File: src/rtl/sipo_frame_loader_if.sv
// Serial-bit and parallel-frame handshake bundle for sipo_frame_loader.
// The slave modport is the loader side, the master modport the source/sink side.
interface sipo_frame_loader_if #(
    parameter int WIDTH = 35,
    parameter int CNT_W = 6
);
    logic             bit_in;
    logic             bit_valid;
    logic             bit_ready;
    logic             frame_abort;
    logic [WIDTH-1:0] frame_out;
    logic             frame_valid;
    logic             frame_ready;
    logic [CNT_W-1:0] bit_count;
    logic             parity_err;

    modport slave (
        input  bit_in,
        input  bit_valid,
        output bit_ready,
        input  frame_abort,
        output frame_out,
        output frame_valid,
        input  frame_ready,
        output bit_count,
        output parity_err
    );

    modport master (
        output bit_in,
        output bit_valid,
        input  bit_ready,
        output frame_abort,
        input  frame_out,
        input  frame_valid,
        output frame_ready,
        input  bit_count,
        input  parity_err
    );
endinterface

File: src/rtl/sipo_frame_loader.sv
// Serial-in/parallel-out frame assembler, LSB first, with valid/ready hand-off.
// Define PARITY_CHECK_EN to require a trailing even-parity bit per frame.
module sipo_frame_loader #(
    parameter int WIDTH = 35,
    parameter int CNT_W = 6
) (
    input logic               clk,
    input logic               rst,
    sipo_frame_loader_if.slave bus
);

`ifdef PARITY_CHECK_EN
    typedef enum logic [1:0] {
        IDLE   = 2'd0,
        SHIFT  = 2'd1,
        PARITY = 2'd2,
        FULL   = 2'd3
    } state_t;
`else
    typedef enum logic [1:0] {
        IDLE  = 2'd0,
        SHIFT = 2'd1,
        FULL  = 2'd3
    } state_t;
`endif

    localparam logic [CNT_W-1:0] LAST = CNT_W'(WIDTH - 1);

    state_t           state_q;
    state_t           state_d;
    logic [CNT_W-1:0] cnt_q;
    logic [CNT_W-1:0] cnt_d;
    logic [WIDTH-1:0] sr_q;
    logic [WIDTH-1:0] sr_d;
    logic [WIDTH-1:0] fout_q;
    logic [WIDTH-1:0] fout_d;
    logic             fval_q;
    logic             fval_d;
    logic             perr_q;
    logic             perr_d;
    logic [WIDTH-1:0] shifted;
    logic             last_bit;
    logic             sr_unused;

    assign shifted   = {bus.bit_in, sr_q[WIDTH-1:1]};
    assign last_bit  = (cnt_q == LAST);
    assign sr_unused = sr_q[0];

    assign bus.bit_ready   = (state_q != FULL);
    assign bus.frame_out   = fout_q;
    assign bus.frame_valid = fval_q;
    assign bus.bit_count   = cnt_q;
`ifdef PARITY_CHECK_EN
    assign bus.parity_err  = perr_q;
`else
    assign bus.parity_err  = 1'b0;
`endif

    always_ff @(posedge clk) begin
        if (!rst) begin
            state_q <= IDLE;
        end else begin
            state_q <= state_d;
        end
    end

    always_ff @(posedge clk) begin
        if (!rst) begin
            cnt_q  <= '0;
            sr_q   <= '0;
            fout_q <= '0;
            fval_q <= 1'b0;
            perr_q <= 1'b0;
        end else begin
            cnt_q  <= cnt_d;
            sr_q   <= sr_d;
            fout_q <= fout_d;
            fval_q <= fval_d;
            perr_q <= perr_d;
        end
    end

    // Abort wins over both handshakes; frame_out keeps the last good frame.
    always_comb begin
        state_d = state_q;
        cnt_d   = cnt_q;
        sr_d    = sr_q;
        fout_d  = fout_q;
        fval_d  = fval_q;
        perr_d  = 1'b0;
        if (bus.frame_abort) begin
            state_d = IDLE;
            cnt_d   = '0;
            fval_d  = 1'b0;
        end else begin
            unique case (state_q)
                IDLE, SHIFT: begin
                    if (bus.bit_valid) begin
                        sr_d = shifted;
                        if (last_bit) begin
                            cnt_d = '0;
`ifdef PARITY_CHECK_EN
                            state_d = PARITY;
`else
                            state_d = FULL;
                            fout_d  = shifted;
                            fval_d  = 1'b1;
`endif
                        end else begin
                            cnt_d   = cnt_q + 1'b1;
                            state_d = SHIFT;
                        end
                    end
                end
`ifdef PARITY_CHECK_EN
                PARITY: begin
                    if (bus.bit_valid) begin
                        if (^{sr_q, bus.bit_in} == 1'b0) begin
                            fout_d  = sr_q;
                            fval_d  = 1'b1;
                            state_d = FULL;
                        end else begin
                            perr_d  = 1'b1;
                            state_d = IDLE;
                        end
                    end
                end
`endif
                FULL: begin
                    if (fval_q && bus.frame_ready) begin
                        fval_d  = 1'b0;
                        state_d = IDLE;
                    end
                end
                default: begin
                    state_d = IDLE;
                end
            endcase
        end
    end

endmodule

File: src/flat_wrapper.sv
// flat-port wrapper written by rule: the top's interface ports become plain ports
module sipo_frame_loader_flat 
#(
    parameter int WIDTH = 35,
    parameter int CNT_W = 6
)
  (clk, rst, bus_bit_in, bus_bit_valid, bus_bit_ready, bus_frame_abort, bus_frame_out, bus_frame_valid, bus_frame_ready, bus_bit_count, bus_parity_err);
  sipo_frame_loader_if #(.WIDTH(WIDTH), .CNT_W(CNT_W)) bus_i ();
  input logic clk;
  input logic rst;
  input wire logic [$bits(bus_i.bit_in)-1:0] bus_bit_in;
  input wire logic [$bits(bus_i.bit_valid)-1:0] bus_bit_valid;
  output wire logic [$bits(bus_i.bit_ready)-1:0] bus_bit_ready;
  input wire logic [$bits(bus_i.frame_abort)-1:0] bus_frame_abort;
  output wire logic [$bits(bus_i.frame_out)-1:0] bus_frame_out;
  output wire logic [$bits(bus_i.frame_valid)-1:0] bus_frame_valid;
  input wire logic [$bits(bus_i.frame_ready)-1:0] bus_frame_ready;
  output wire logic [$bits(bus_i.bit_count)-1:0] bus_bit_count;
  output wire logic [$bits(bus_i.parity_err)-1:0] bus_parity_err;
  assign bus_i.bit_in = bus_bit_in;
  assign bus_i.bit_valid = bus_bit_valid;
  assign bus_bit_ready = bus_i.bit_ready;
  assign bus_i.frame_abort = bus_frame_abort;
  assign bus_frame_out = bus_i.frame_out;
  assign bus_frame_valid = bus_i.frame_valid;
  assign bus_i.frame_ready = bus_frame_ready;
  assign bus_bit_count = bus_i.bit_count;
  assign bus_parity_err = bus_i.parity_err;
  sipo_frame_loader #(.WIDTH(WIDTH), .CNT_W(CNT_W)) u_core (.clk(clk), .rst(rst), .bus(bus_i));
endmodule
File: config.mk
export PLATFORM = sky130hd
export DESIGN_NAME = sipo_frame_loader_flat
export DESIGN_NICKNAME = d
export VERILOG_FILES = /design/src/rtl/sipo_frame_loader_if.sv /design/src/rtl/sipo_frame_loader.sv /design/src/flat_wrapper.sv
export SDC_FILE = /design/constraint.sdc
export NUM_CORES = 1
export LEC_CHECK = 0
export ABC_AREA = 1
export CORE_ASPECT_RATIO = 1.4
export CORE_MARGIN = 10
export CORE_UTILIZATION = 52
export DETAILED_ROUTE_END_ITERATION = 16
export PLACE_DENSITY = 0.88
export SYNTH_ARGS = -nofsm -noshare
export SYNTH_HDL_FRONTEND = slang
export SYNTH_SLANG_ARGS = --single-unit
export TNS_END_PERCENT = 100
File: constraint.sdc
create_clock -name clk -period 1.3 [get_ports clk]
set_input_delay 0.26 -clock clk [delete_from_list [all_inputs] [get_ports clk]]
set_output_delay 0.26 -clock clk [all_outputs]
set_load 0.01 [all_outputs]
# Word level (Yosys, flattened, before mapping)
# Index checks and enable logic that the tools add are counted.
# word_totals
out_inout_bits,44
reg_bits,79
in_bits,6
# op_classes
eq_ne,7
n_bitwise,2
n_mux,9
addsub,1
n_reduce_logical,10
# op_table
operator,count
AND reduction 4 bit,2
adder 6 x 1 -> 6 bit (second input constant),1
equality test 6 bit (second input constant),1
2-to-1 mux 2 bit,3
2-to-1 mux 6 bit,1
!= test 2 x 1 -> 1 bit (second input constant),2
!= test 2 bit (second input constant),2
one-hot mux 2 bit (2 select lines),1
AND reduction 2 bit,2
OR reduction 2 bit,2
2-to-1 mux 1 bit,3
AND reduction 3 bit,1
equality test 2 x 1 -> 1 bit (second input constant),1
equality test 2 bit (second input constant),1
zero test 2 bit,1
inverter 1 bit,2
one-hot mux 1 bit (2 select lines),1
nonzero test 2 bit,1
logical AND 1 bit,1

# Logic depth before layout (Yosys ltp)
# logic_depth
ltp_word,4
mapped_depth,9

# Worst setup path after synthesis
# No wires, ideal clock.
# synth_path
kind,reg-to-reg
startpoint,register u_core.cnt_q[1] (netlist: u_core.bus.bit_count[1])
endpoint,register u_core.fout_q[0] (netlist: u_core.bus.frame_out[0])
n_path_buf,1
path_slack_ns,0.015
path_stages_with_launch,8
period_less_slack_ns,1.285
t_arrival_ns,1.172
setup_time_ns,0.113
path_cell_list,dfxtp_1 > ha_1 > nand3_2 > nor2_8 > buf_6 > nand2_1 > nand2_1 > nor2_1
# synth_via
elab_chain_cells,2
# synth_lines
element,line_no,rtl
"start, declared",sipo_frame_loader.sv:31,logic [CNT_W-1:0] cnt_q;
"start signal, assigned",sipo_frame_loader.sv:75,cnt_q <= cnt_d;
equality test 6 bit,sipo_frame_loader.sv:46,assign last_bit = (cnt_q == LAST);
AND reduction 4 bit (no line),-,
"end signal, assigned",sipo_frame_loader.sv:77,fout_q <= fout_d;
"end, declared",sipo_frame_loader.sv:35,logic [WIDTH-1:0] fout_q;
# Every way passes these cells.
# A chain may end at the register's enable or synchronous reset.

# Final worst setup path
# layout_path
startpoint,register u_core.state_q[1]
endpoint,register u_core.fout_q[6] (netlist: u_core.bus.frame_out[6])
# layout_via
elab_chain_cells,3
elab_cells_between_ends,4
cone_classes,eq/ne (1); reduce/logical (3)
# layout_lines
element,line_no,rtl
"start, declared",sipo_frame_loader.sv:29,state_t state_q;
"start signal, assigned",sipo_frame_loader.sv:63,state_q <= state_d;
equality test 2 x 1 -> 1 bit or zero test 2 bit (tied branches),sipo_frame_loader.sv:96,unique case (state_q)
OR reduction 2 bit *,sipo_frame_loader.sv:96,
AND reduction 4 bit (no line) *,-,
# Mark *: on every way between the ends. The rest lies on a longest branch, timed or not.

==> load_flow_metrics.sql <==
INSERT INTO impl_metrics (metric_group, metric, value, unit) VALUES
('placement', 'numPlacedInstances', '516', ''),
('power', 'vdd.ir_drop.worst', '716.2', 'µV'),
('yosys', 'post-synth-top-count-cell', 'nand2_1', ''),
('routing', 'detailroute.via_count', '2692', ''),
('yosys', 'syn_avg_cell_area', '7.495', 'µm²'),
('clock_network', 'cts_buffers', '9', ''),
('yosys', 'syn_nets', '410', ''),
('critical_path', 'arrival', '1600', 'ps'),
('clock_network', 'cts_max_path_buffers', '2', ''),
('clock_network', 'tritoncts_clock_tree', 'built', ''),
('critical_path', 'critPathRequiredTime', '1530', 'ps'),
('layout', 'final_cell_count_no_fill', '541', ''),
('grt', 'wire_length_of_the_first_global_routing_pass', '10420', 'µm'),
('floorplanning', 'die_y', '110.1', 'µm'),
('routing', 'post_drt_via_cell_ratio', '4.976', ''),
('timing', 'final.setup.tns', '-991.7', 'ps'),
('flow_run', 'drv_cap', '0', ''),
('yosys', 'ys_ff_latch', '78', ''),
('critical_path', 'timing.critical_path.fanout_max', '15', ''),
('timing', 'period_needed', '1370', 'ps'),
('grt', 'vias_in_the_first_global_route', '2463', ''),
('layout', 'final_design_area_no_fill', '0.004013', 'mm²'),
('grt', 'grt_use_total', '0.1329', ''),
('critical_path', 'worstSetupStartpointType', 'register', ''),
('critical_path', 'critical-path-top-delay-family', 'buffers and inverters', ''),
('clock_network', 'cts_hold_repair.buffers', '0', ''),
('placement', 'place.port_buffers', '48', ''),
('timing', 'slew_viol_final', '0', ''),
('placement', 'place.gp.congestion', '0.7872', ''),
('grt', 'antenna_found_initial', '0', ''),
('critical_path', 'timing.critical_path.to_type', 'register', ''),
('critical_path', 'cp_slowest_cell', 'dfxtp_2', ''),
('routing', 'drt-pass1-iter-count', '5', ''),
('yosys', 'yosys_warnings', '0', ''),
('floorplanning', 'floorplan.die.width', '84.33', 'µm'),
('timing', 'postLayoutSetupSlackWorst', '-70.01', 'ps'),
('critical_path', 'setup.worst_path.class', 'reg -> reg', ''),
('clock_network', 'htree_levels', '3', ''),
('yosys', 'synthesis.instances', '402', ''),
('yosys', 'mappedNetlistArea', '0.003013', 'mm²'),
('timing', 'timing.final.hold_violations', '0', ''),
('yosys', 'yosysSeqAreaShare', '0.5183', ''),
('timing', 'whs', '392.9', 'ps'),
('timing', 'rsz0062_at_grt', 'true', ''),
('clock_network', 'clock-root-buffer', 'clkbuf_8', ''),
('timing', 'finalSetupViolCount', '31', ''),
('placement', 'place.detailed.hpwl', '4394', 'µm'),
('yosys', 'post_synth_most_frequent_cells', 'nand2_1 (84), nor2_1 (80), dfxtp_1 (78), inv_1 (44), a21oi_1 (40)', ''),
('timing', 'fin_skew', '9.552', 'ps'),
('routing', 'drc', '0', ''),
('yosys', 'synth_top_cell_area_share', '0.5183', ''),
('yosys', 'synth-edff-count', '0', ''),
('status', 'run_status', 'finished, violations left', ''),
('routing', 'drt-total-wl', '7550', 'µm'),
('floorplanning', 'core_footprint', '0.005565', 'mm²'),
('clock_network', 'clock_insertion_delay_worst_skew', '340', 'ps'),
('worst_hold_path', 'type_of_the_most_critical_hold_path', 'in -> reg', ''),
('yosys', 'synth_cell_types', '24', ''),
('status', 'failed_checks', 'negative setup slack', ''),
('floorplanning', 'floorplan.die_area', '0.009282', 'mm²'),
('layout', 'areaGrowthSynthToFinish', '33.18', '%'),
('layout', 'antenna_cells_inserted', '0', ''),
('yosys', 'yosys_most_used_dff', 'dfxtp_1', ''),
('critical_path', 'worst-path-buf-inv', '3', ''),
('grt', 'largest_net_degree_at_the_start_of_global_routing', '54', ''),
('timing', 'post-route-period-util', '1.054', ''),
('routing', 'routed_wire_length_per_instance', '13.96', 'µm'),
('grt', 'global_route.overflow_total', '0', ''),
('clock_network', 'clk_pin_slew', '70', 'ps'),
('placement', 'dpl-instance-area', '0.003637', 'mm²'),
('power', 'p_leak', '1.852', 'nW');
cell type report:
type,count,area (µm²)
inverters,46,175.2
well taps,68,85.08
repair buffers,80,809.5
clock inverters,2,35.03
flip-flops and latches,78,1569
fillers,388,1553
multi-input cells,255,1204
clock buffers,12,135.1
flip-flops by register name (all words and copies together), names as in the netlist:
register                cells
u_core.bus.frame_valid      1
u_core.bus.frame_out       35
u_core.state_q              2
u_core.sr_q                34
u_core.bus.bit_count        6
tightest hold or removal path, stage by stage:
cell and delay [ps]:
dlymetal6s2s_1 150, nand2_4 90, buf_4 130, a21oi_1 60
per-stage QoR:
stage / setup slack [ps] / power [mW] / utilization
finish: -70.01 / 4.521 / 0.7210
global route: -123.6 / 4.675 / 0.7210
CTS: -4.981 / 4.474 / 0.6778
detailed placement: -353.9 / 2.851 / 0.6536
global placement: -333.3 / 2.839 / 0.6536
floorplan: 15.11 / 2.763 / -
final timing paths:
path              slack (ps)  depth (start not counted)               from                       to
setup / recovery         -70                          8  u_core.state_q[1]  u_core.bus.frame_out[6]
hold / removal           390                          4      bus_bit_valid        u_core.state_q[0]
setup reg to reg         -70                          8  u_core.state_q[1]  u_core.bus.frame_out[6]
hold reg to reg          450                          2    u_core.sr_q[18]          u_core.sr_q[18]
per-layer routing:
| layer | vias up | wire length, µm | GRT usage | share of wire |
|---|---|---|---|---|
| li1 | 1375 | - | - | - |
| met1 | 1230 | 2950 | 0.1341 | 0.39 |
| met2 | 72 | 3935 | 0.2418 | 0.52 |
| met3 | 15 | 506 | 0.04626 | 0.067 |
| met4 | 0 | 157 | 0.06250 | 0.021 |
| met5 | - | 0 | 0 | 0 |
power breakdown:
group | internal, mW | switching, mW | leakage, nW | total (mW)
clock | 0.867 | 0.817 | 0.0863 | 1.68
sequential | 2.46 | 0.0233 | 0.637 | 2.48
combinational | 0.135 | 0.220 | 1.13 | 0.355
cells by family (layout without fill, tap and decap cells):
family | after synthesis | after routing | synth area share
other | 1 | 1 | 0.001245
XOR/XNOR | 1 | 1 | 0.002908
adder cells (fa/ha/maj) | 2 | 2 | 0.008304
AO/OA/AOI/OAI | 76 | 76 | 0.1262
buffers and inverters | 69 | 140 | 0.1092
AND/OR/NAND/NOR | 175 | 175 | 0.2338
flip-flops | 78 | 78 | 0.5183
cells in the final DEF, fill, tap and decap left out, drive strengths merged, types with 2 or more instances in the layout:
| cell | n |
|---|---|
| dfxtp | 78 |
| a21oi | 40 |
| o21ai | 36 |
| nor2 | 82 |
| nand3 | 6 |
| ha | 2 |
| clkdlybuf4s50 | 3 |
| clkbuf | 18 |
| dlygate4sd2 | 38 |
| inv | 46 |
| clkdlybuf4s15 | 2 |
| buf | 30 |
| nand2 | 85 |
timing repair:
| item | CTS | global route |
|---|---|---|
| gates resized for setup | 58 | 42 |
| buffers inserted | 0 | 5 |
| gates cloned | 0 | 6 |
| setup endpoints to repair | 81 | 49 |
| pin swaps | 0 | 19 |
Power figures use the tool's default switching activity.
